===== src/rtl/seg7_pkg.sv =====
// rtl/seg7_pkg.sv - shared 7-segment patterns, slot index type and blanking helper
package seg7_pkg;

   localparam int SLOT_IDX_W = 2;
   typedef logic [SLOT_IDX_W-1:0] slot_idx_t;

   // Active-high gfedcba patterns
   localparam logic [6:0] SEG_0    = 7'h3F;
   localparam logic [6:0] SEG_1    = 7'h06;
   localparam logic [6:0] SEG_2    = 7'h5B;
   localparam logic [6:0] SEG_3    = 7'h4F;
   localparam logic [6:0] SEG_4    = 7'h66;
   localparam logic [6:0] SEG_5    = 7'h6D;
   localparam logic [6:0] SEG_6    = 7'h7D;
   localparam logic [6:0] SEG_7    = 7'h07;
   localparam logic [6:0] SEG_8    = 7'h7F;
   localparam logic [6:0] SEG_9    = 7'h6F;
   localparam logic [6:0] SEG_DASH = 7'h40;
   localparam logic [6:0] SEG_OFF  = 7'h00;

   // One frame's worth of display state, captured when slot 0 begins
   typedef struct packed {
      logic [3:0][3:0] dig;
      logic [3:0]      dp;
      logic            blank_lz_en;
   } snapshot_t;

   // True when the digit in slot idx is a leading zero; invalid codes count as nonzero
   function automatic logic lz_blank(input logic [3:0][3:0] dig, input slot_idx_t idx);
      logic res;
      res = 1'b0;
      case (idx)
         2'd3:    res = (dig[3] == 4'd0);
         2'd2:    res = (dig[3] == 4'd0) && (dig[2] == 4'd0);
         2'd1:    res = (dig[3] == 4'd0) && (dig[2] == 4'd0) && (dig[1] == 4'd0);
         default: res = 1'b0;
      endcase
      return res;
   endfunction

endpackage


===== src/rtl/seg7_decoder.sv =====
// rtl/seg7_decoder.sv - BCD to active-high gfedcba pattern, dash for codes 10-15
module seg7_decoder
   import seg7_pkg::*;
(
   input  logic [3:0] bcd,
   output logic [6:0] seg
);

   // Pure lookup; anything outside 0-9 renders as a lone g segment
   always_comb begin
      seg = SEG_DASH;
      case (bcd)
         4'd0:    seg = SEG_0;
         4'd1:    seg = SEG_1;
         4'd2:    seg = SEG_2;
         4'd3:    seg = SEG_3;
         4'd4:    seg = SEG_4;
         4'd5:    seg = SEG_5;
         4'd6:    seg = SEG_6;
         4'd7:    seg = SEG_7;
         4'd8:    seg = SEG_8;
         4'd9:    seg = SEG_9;
         default: seg = SEG_DASH;
      endcase
   end

endmodule


===== src/rtl/bcd_display_mux_4d.sv =====
// rtl/bcd_display_mux_4d.sv - 4-digit time-multiplexed 7-segment driver with frame snapshot
module bcd_display_mux_4d
   import seg7_pkg::*;
#(
   parameter int REFRESH_DIV    = 100000,
   parameter bit SEG_ACTIVE_LOW = 1'b1,
   parameter bit AN_ACTIVE_LOW  = 1'b1
)
(
   input  logic       clk,
   input  logic       reset,
   input  logic [3:0] dig0,
   input  logic [3:0] dig1,
   input  logic [3:0] dig2,
   input  logic [3:0] dig3,
   input  logic [3:0] dp_in,
   input  logic       blank_lz_en,
   output logic [6:0] seg,
   output logic       dp,
   output logic [3:0] an,
   output logic       scan_tick
);

   localparam int               DIV_W    = (REFRESH_DIV > 2) ? $clog2(REFRESH_DIV) : 1;
   localparam logic [DIV_W-1:0] DIV_LAST = DIV_W'(REFRESH_DIV - 1);

   // Inactive output levels; XOR with these converts internal active-high to pin polarity
   localparam logic [3:0] AN_IDLE  = AN_ACTIVE_LOW  ? 4'hF  : 4'h0;
   localparam logic [6:0] SEG_IDLE = SEG_ACTIVE_LOW ? 7'h7F : 7'h00;
   localparam logic       DP_IDLE  = SEG_ACTIVE_LOW;

   generate
      if (REFRESH_DIV < 2) begin : g_bad_refresh_div
         $error("bcd_display_mux_4d: REFRESH_DIV must be at least 2");
      end
   endgenerate

   logic [DIV_W-1:0] div_q, div_d;
   slot_idx_t        idx_q, idx_d;
   snapshot_t        snap_q, snap_d;
   logic [3:0]       an_q, an_d;
   logic [6:0]       seg_q, seg_d;
   logic             dp_q, dp_d;
   logic             scan_tick_q, scan_tick_d;

   logic             tick;
   logic             capture;
   logic             blank;
   logic [3:0]       cur_digit;
   logic [6:0]       cur_pattern;

   // Divider, slot advance and frame capture; cur_digit/blank describe the slot being entered
   always_comb begin
      tick    = (div_q == DIV_LAST);
      div_d   = tick ? '0 : div_q + 1'b1;
      idx_d   = tick ? idx_q + 1'b1 : idx_q;
      capture = tick && (idx_d == '0);
      snap_d  = snap_q;
      if (capture) begin
         snap_d.dig         = {dig3, dig2, dig1, dig0};
         snap_d.dp          = dp_in;
         snap_d.blank_lz_en = blank_lz_en;
      end
      cur_digit = snap_d.dig[idx_d];
      blank     = snap_d.blank_lz_en && lz_blank(snap_d.dig, idx_d);
   end

   seg7_decoder u_decoder (
      .bcd (cur_digit),
      .seg (cur_pattern)
   );

   // Output image for the next slot, only loaded on the slot-change edge
   always_comb begin
      scan_tick_d = tick;
      an_d        = an_q;
      seg_d       = seg_q;
      dp_d        = dp_q;
      if (tick) begin
         if (blank) begin
            an_d  = AN_IDLE;
            seg_d = SEG_IDLE;
            dp_d  = DP_IDLE;
         end else begin
            an_d  = (4'b0001 << idx_d) ^ AN_IDLE;
            seg_d = cur_pattern ^ SEG_IDLE;
            dp_d  = snap_d.dp[idx_d] ^ DP_IDLE;
         end
      end
   end

   // State and registered outputs; reset parks on slot 3 so the first advance lands on slot 0
   always_ff @(posedge clk or posedge reset) begin
      if (reset) begin
         div_q       <= '0;
         idx_q       <= 2'd3;
         snap_q      <= '0;
         an_q        <= AN_IDLE;
         seg_q       <= SEG_IDLE;
         dp_q        <= DP_IDLE;
         scan_tick_q <= 1'b0;
      end else begin
         div_q       <= div_d;
         idx_q       <= idx_d;
         snap_q      <= snap_d;
         an_q        <= an_d;
         seg_q       <= seg_d;
         dp_q        <= dp_d;
         scan_tick_q <= scan_tick_d;
      end
   end

   assign an        = an_q;
   assign seg       = seg_q;
   assign dp        = dp_q;
   assign scan_tick = scan_tick_q;

endmodule


===== config.mk =====
export PLATFORM = sky130hd
export DESIGN_NAME = bcd_display_mux_4d
export DESIGN_NICKNAME = d
export VERILOG_FILES = /design/src/rtl/seg7_pkg.sv /design/src/rtl/seg7_decoder.sv /design/src/rtl/bcd_display_mux_4d.sv
export SDC_FILE = /design/constraint.sdc
export NUM_CORES = 1
export LEC_CHECK = 0
export ABC_AREA = 1
export CAP_MARGIN = 0
export CORE_MARGIN = 3
export CORE_UTILIZATION = 40
export CTS_CLUSTER_SIZE = 30
export DETAILED_ROUTE_END_ITERATION = 10
export SYNTH_ARGS = -nofsm -noshare
export SYNTH_HDL_FRONTEND = slang
export SYNTH_HIERARCHICAL = 1
export SYNTH_SLANG_ARGS = --single-unit

===== constraint.sdc =====
create_clock -name clk -period 2.8 [get_ports clk]
set_clock_uncertainty 0.05 [all_clocks]
set_input_delay 0.42 -clock clk [delete_from_list [all_inputs] [get_ports clk]]
set_output_delay 0.42 -clock clk [all_outputs]
set_load 0.01 [all_outputs]

==> impl_summary.log <==
[metrics] outcome: complete, no violations
[metrics] global-route wire length before repair: approximately 11000 µm
[metrics] H-tree levels: 2
[metrics] combinational share of power: 7.6%
[metrics] Synthesized Nets: around 400
[metrics] count of input and output buffers: 35
[metrics] footprint of the multi-input gates: about 1500 µm²
[metrics] Sinks on Clock Net: 53
[metrics] Layout Nets: 454
[metrics] Finish-stage setup viols: 0
[metrics] die footprint: 8490 µm²
[metrics] Post-CTS Hold Buffers: 0
[metrics] Power Dens Cells: approximately 340 nW/µm²
[metrics] site row count: 30
[metrics] average wire length per cell after detail routing: 12.8 µm
[metrics] number of nets with antenna violations after detailed routing: 0
[metrics] Final Instance Count excl. Fillers: between 500 and 600
[metrics] most frequent cells after synthesis: sky130_fd_sc_hd__nand2_1 (89), sky130_fd_sc_hd__inv_1 (69), sky130_fd_sc_hd__dfrtp_1 (39), sky130_fd_sc_hd__nor2_1 (30), sky130_fd_sc_hd__dfstp_2 (14)
[metrics] number of iterations in the first detailed-routing pass: 4
[metrics] CTS Root Cell: sky130_fd_sc_hd__clkbuf_8
[metrics] overall fraction of global-route tracks in use: 15.9%
[metrics] Critical Path Start Type: register
[metrics] number of DRC markers in iteration 0: roughly 70
[metrics] Finished Core Util: 54.4%
[metrics] Net Sw Frac: around a quarter
[metrics] maximum net fanout on the critical path: 4
[metrics] routability cong.: around 0.9
[metrics] post-synthesis share of cell area spent on xor and xnor gates: less than 1%
[metrics] TritonCTS clock tree: built
[metrics] final cycle utilization of the critical path: between 90% and 100%
[metrics] register area: 1340 µm²
[metrics] Avg Cell Area, Syn: roughly 8.1 µm²
[metrics] deepest clock path buffer count: 2
[metrics] Seq cells post-synth: 53
[metrics] Hold Fails Final Rpt: 0
[metrics] standby leakage power: 1.90 nW
[metrics] DRT Wirelength: roughly 6700 µm
[metrics] area after detailed placement: 3500 µm²
[metrics] count of different cell masters after synthesis: 37
[metrics] total I/O pin count: 36
[metrics] cells after synthesis: about 370
[metrics] Filler cells: between 600 and 700
[metrics] leading area contributor after synthesis: sky130_fd_sc_hd__dfrtp_1
[metrics] Maximum Capacitance Violations: 0
[metrics] highest ir drop seen on vdd: roughly 0.18 mV
[metrics] Post-Syn Area: around 3000 µm²
[metrics] crit path capture type: register
[metrics] sequential share of power: about 59%
[metrics] worst slack at placement: -130 ps
[metrics] Die Ht: between 90 and 100 µm
[metrics] dominant combinational cell family by area after synthesis: simple AND/OR/NAND/NOR gates
[metrics] area of the placeable core: 6980 µm²
[metrics] Period minus WS final: ~2700 ps
[metrics] diode insertion count for antenna repair: 0
[metrics] data arrival time of the critical path: ~2900 ps
[metrics] required time worst endpoint: between 2000 and 3000 ps
[metrics] starting density of the core: 42.5%
[metrics] measured slew at the worst slew-check pin: 473 ps
[metrics] fraction of layout instances using a drive strength above 1: between 20% and 30%
[metrics] cell family with most CP delay: simple AND/OR/NAND/NOR gates
[metrics] leading cell types by total area after synthesis: sky130_fd_sc_hd__dfrtp_1 (33%), sky130_fd_sc_hd__dfstp_2 (12%), sky130_fd_sc_hd__nand2_1 (11%)
[metrics] simple-gate area share of the yosys netlist: 28.7%
[metrics] critical path class: reg -> reg
[metrics] maximum number of pins on one net before global-route repair: 22
[metrics] ys async rst share: 100%
[metrics] Main synth FF type: sky130_fd_sc_hd__dfrtp_1
[metrics] aggregate global routing overflow: 0
[metrics] later-pin clock latency in the skew report: slightly above 300 ps
[metrics] fraction of post-synthesis cell area in the top cell type by area: about a third
[metrics] clock-pin slew on the worst setup and hold paths: approximately 100 ps
[metrics] Avg Vias per Cell: ~4.7
[metrics] antenna violations before repair: 0
[metrics] mux contribution to synthesized area: under 10%
[metrics] cell total after placement: 505
[metrics] post-route worst hold slack: 348 ps
[metrics] half-perimeter wire length after detailed placement: 4660 µm
[metrics] post-detailed-route DRC marker count: 0
[metrics] standard cell with the maximum stage delay on the critical path: sky130_fd_sc_hd__dfrtp_1
[metrics] final count of pins violating max slew: 0
[metrics] least setup slack across all paths after layout: ~140 ps
[metrics] Cell Int Power: approximately 990 µW
[metrics] total power of the final layout: between 1 and 1.5 mW
[metrics] Hold Crit Class: in -> async
[metrics] sequential cell area fraction in the yosys report: 45.3%
[metrics] number of enable flip-flop cells after synthesis: 0
[metrics] reported net switching power: ~310 µW
[metrics] number of CTS-inserted buffers: 5
[metrics] Synthesis Warnings: 6
[metrics] total number of vias: ~2.4k
[metrics] final-layout setup total negative slack: 0 ps
[metrics] Area growth syn-to-layout: 27.9%
[metrics] top-count cell post-synth: sky130_fd_sc_hd__nand2_1
[metrics] part of the power in the clock network: between 30% and 40%
[metrics] compound-gate portion of the synthesized area: under 10%
[metrics] sequence of cells on the critical path: ha_4 > nand2_2 > nor2_4 > nand3_2 > nor2_4 > nand2_1 > nand2_1 > nand2_2 > nor2_2 > nand2_1 > o2111ai_2 > inv_1 > buf_4 > ha_1 > nand2_1 > nand2_1 > nand2_1 > inv_1 > nor2_1 > a21oi_2
[metrics] achievable clock frequency: around 0.38 GHz
[metrics] CP dominant cell by count: sky130_fd_sc_hd__nand2_1
[metrics] remaining max-slew budget at the tightest pin: about two thirds
[metrics] CP peak stage delay: 410 ps
[metrics] vias in the first global route: 2270
[metrics] final instance area: 3800 µm²
[metrics] Bufs and invs on worst path: 3
[metrics] arithmetic-cell share of the synthesized area counting full adders, half adders and majority gates: between 2 and 3%
[metrics] Die Wd: slightly above 90 µm
==> cells in the final DEF, fill, tap and decap left out, types with 10 or more instances in the layout <==
master	instances
sky130_fd_sc_hd__a21oi_2	10
sky130_fd_sc_hd__nor2_1	26
sky130_fd_sc_hd__clkdlybuf4s50_1	35
sky130_fd_sc_hd__dfstp_2	14
sky130_fd_sc_hd__inv_1	65
sky130_fd_sc_hd__or2_2	11
sky130_fd_sc_hd__inv_2	10
sky130_fd_sc_hd__buf_4	19
sky130_fd_sc_hd__dfrtp_1	39
sky130_fd_sc_hd__nand2_1	85
==> what timing repair did <==
action                                  CTS  global route
endpoints found under the setup margin    5             7
gates cloned                              0             2
setup buffers                             3             3
gates resized for setup                   3            31
pin swaps                                 1            12
==> state kept, by name (all words and copies together) (netlist names) <==
register and cells:
dp 1, scan_tick 1, div_q 17, seg 7, an 4, snap_q 21, idx_q 2
==> power groups by stage <==
| stage | clock network, mW | logic [mW] | registers [mW] |
|---|---|---|---|
| after global placement | 0 | 0.0906 | 0.785 |
| final | 0.435 | 0.0992 | 0.771 |
| after CTS | 0.447 | 0.0926 | 0.771 |
| after floorplan | 0 | 0.0432 | 0.784 |
| after global routing | 0.480 | 0.113 | 0.771 |
| after detailed placement | 0 | 0.0906 | 0.785 |
==> area by class of cell <==
class,instances,share of cell area (%)
Tap cell,96,3.16
Inverter,78,7.91
Clock inverter,2,0.264
Sequential cell,53,35.4
Multi-Input combinational cell,232,38.4
Timing Repair Buffer,54,13.0
Clock buffer,6,1.91
==> worst paths after layout <==
kind	start	to	slack, ps	cells past startpoint
max in group asynchronous	reset	an[1]$_DFFE_PP1N_	1690	3
min in group clk	snap_q[7]$_DFF_PP0_	snap_q[7]$_DFF_PP0_	460	1
max	div_q[0]$_DFF_PP0_	seg[2]$_DFFE_PP1N_	140	20
min	reset	div_q[7]$_DFF_PP0_	350	2
max reg2reg	div_q[0]$_DFF_PP0_	seg[2]$_DFFE_PP1N_	140	20
min reg2reg	snap_q[7]$_DFF_PP0_	snap_q[7]$_DFF_PP0_	460	1
==> per-layer routing <==
| layer | GRT usage, % | vias up | share of wire [%] |
|---|---|---|---|
| li1 | - | 1250 | - |
| met1 | 23.3 | 1128 | 49 |
| met2 | 24.4 | 58 | 46 |
| met3 | 2.87 | 4 | 4.2 |
| met4 | 3.59 | 0 | 0.72 |
| met5 | 0 | - | 0 |
==> cell families (layout without fill, tap and decap cells) <==
kind of cell,Yosys count,after routing
simple gates,176,178
buf+inv,82,140
mux,5,5
flops,53,53
xor+xnor,2,2
fa+ha+maj,7,7
compound gates,40,40
==> worst register-to-register path: stages, from the launching register on <==
cell and delay, ps:
sky130_fd_sc_hd__dfrtp_1 410, sky130_fd_sc_hd__ha_4 170, sky130_fd_sc_hd__nand2_2 60, sky130_fd_sc_hd__nor2_4 110
sky130_fd_sc_hd__nand3_2 100, sky130_fd_sc_hd__nor2_4 170, sky130_fd_sc_hd__nand2_1 70, sky130_fd_sc_hd__nand2_1 70
sky130_fd_sc_hd__nand2_2 90, sky130_fd_sc_hd__nor2_2 180, sky130_fd_sc_hd__nand2_1 90, sky130_fd_sc_hd__o2111ai_2 100
sky130_fd_sc_hd__inv_1 150, sky130_fd_sc_hd__buf_4 170, sky130_fd_sc_hd__ha_1 190, sky130_fd_sc_hd__nand2_1 60
sky130_fd_sc_hd__nand2_1 50, sky130_fd_sc_hd__nand2_1 60, sky130_fd_sc_hd__inv_1 40, sky130_fd_sc_hd__nor2_1 120
sky130_fd_sc_hd__a21oi_2 70
(Power assumes the default switching activity.)
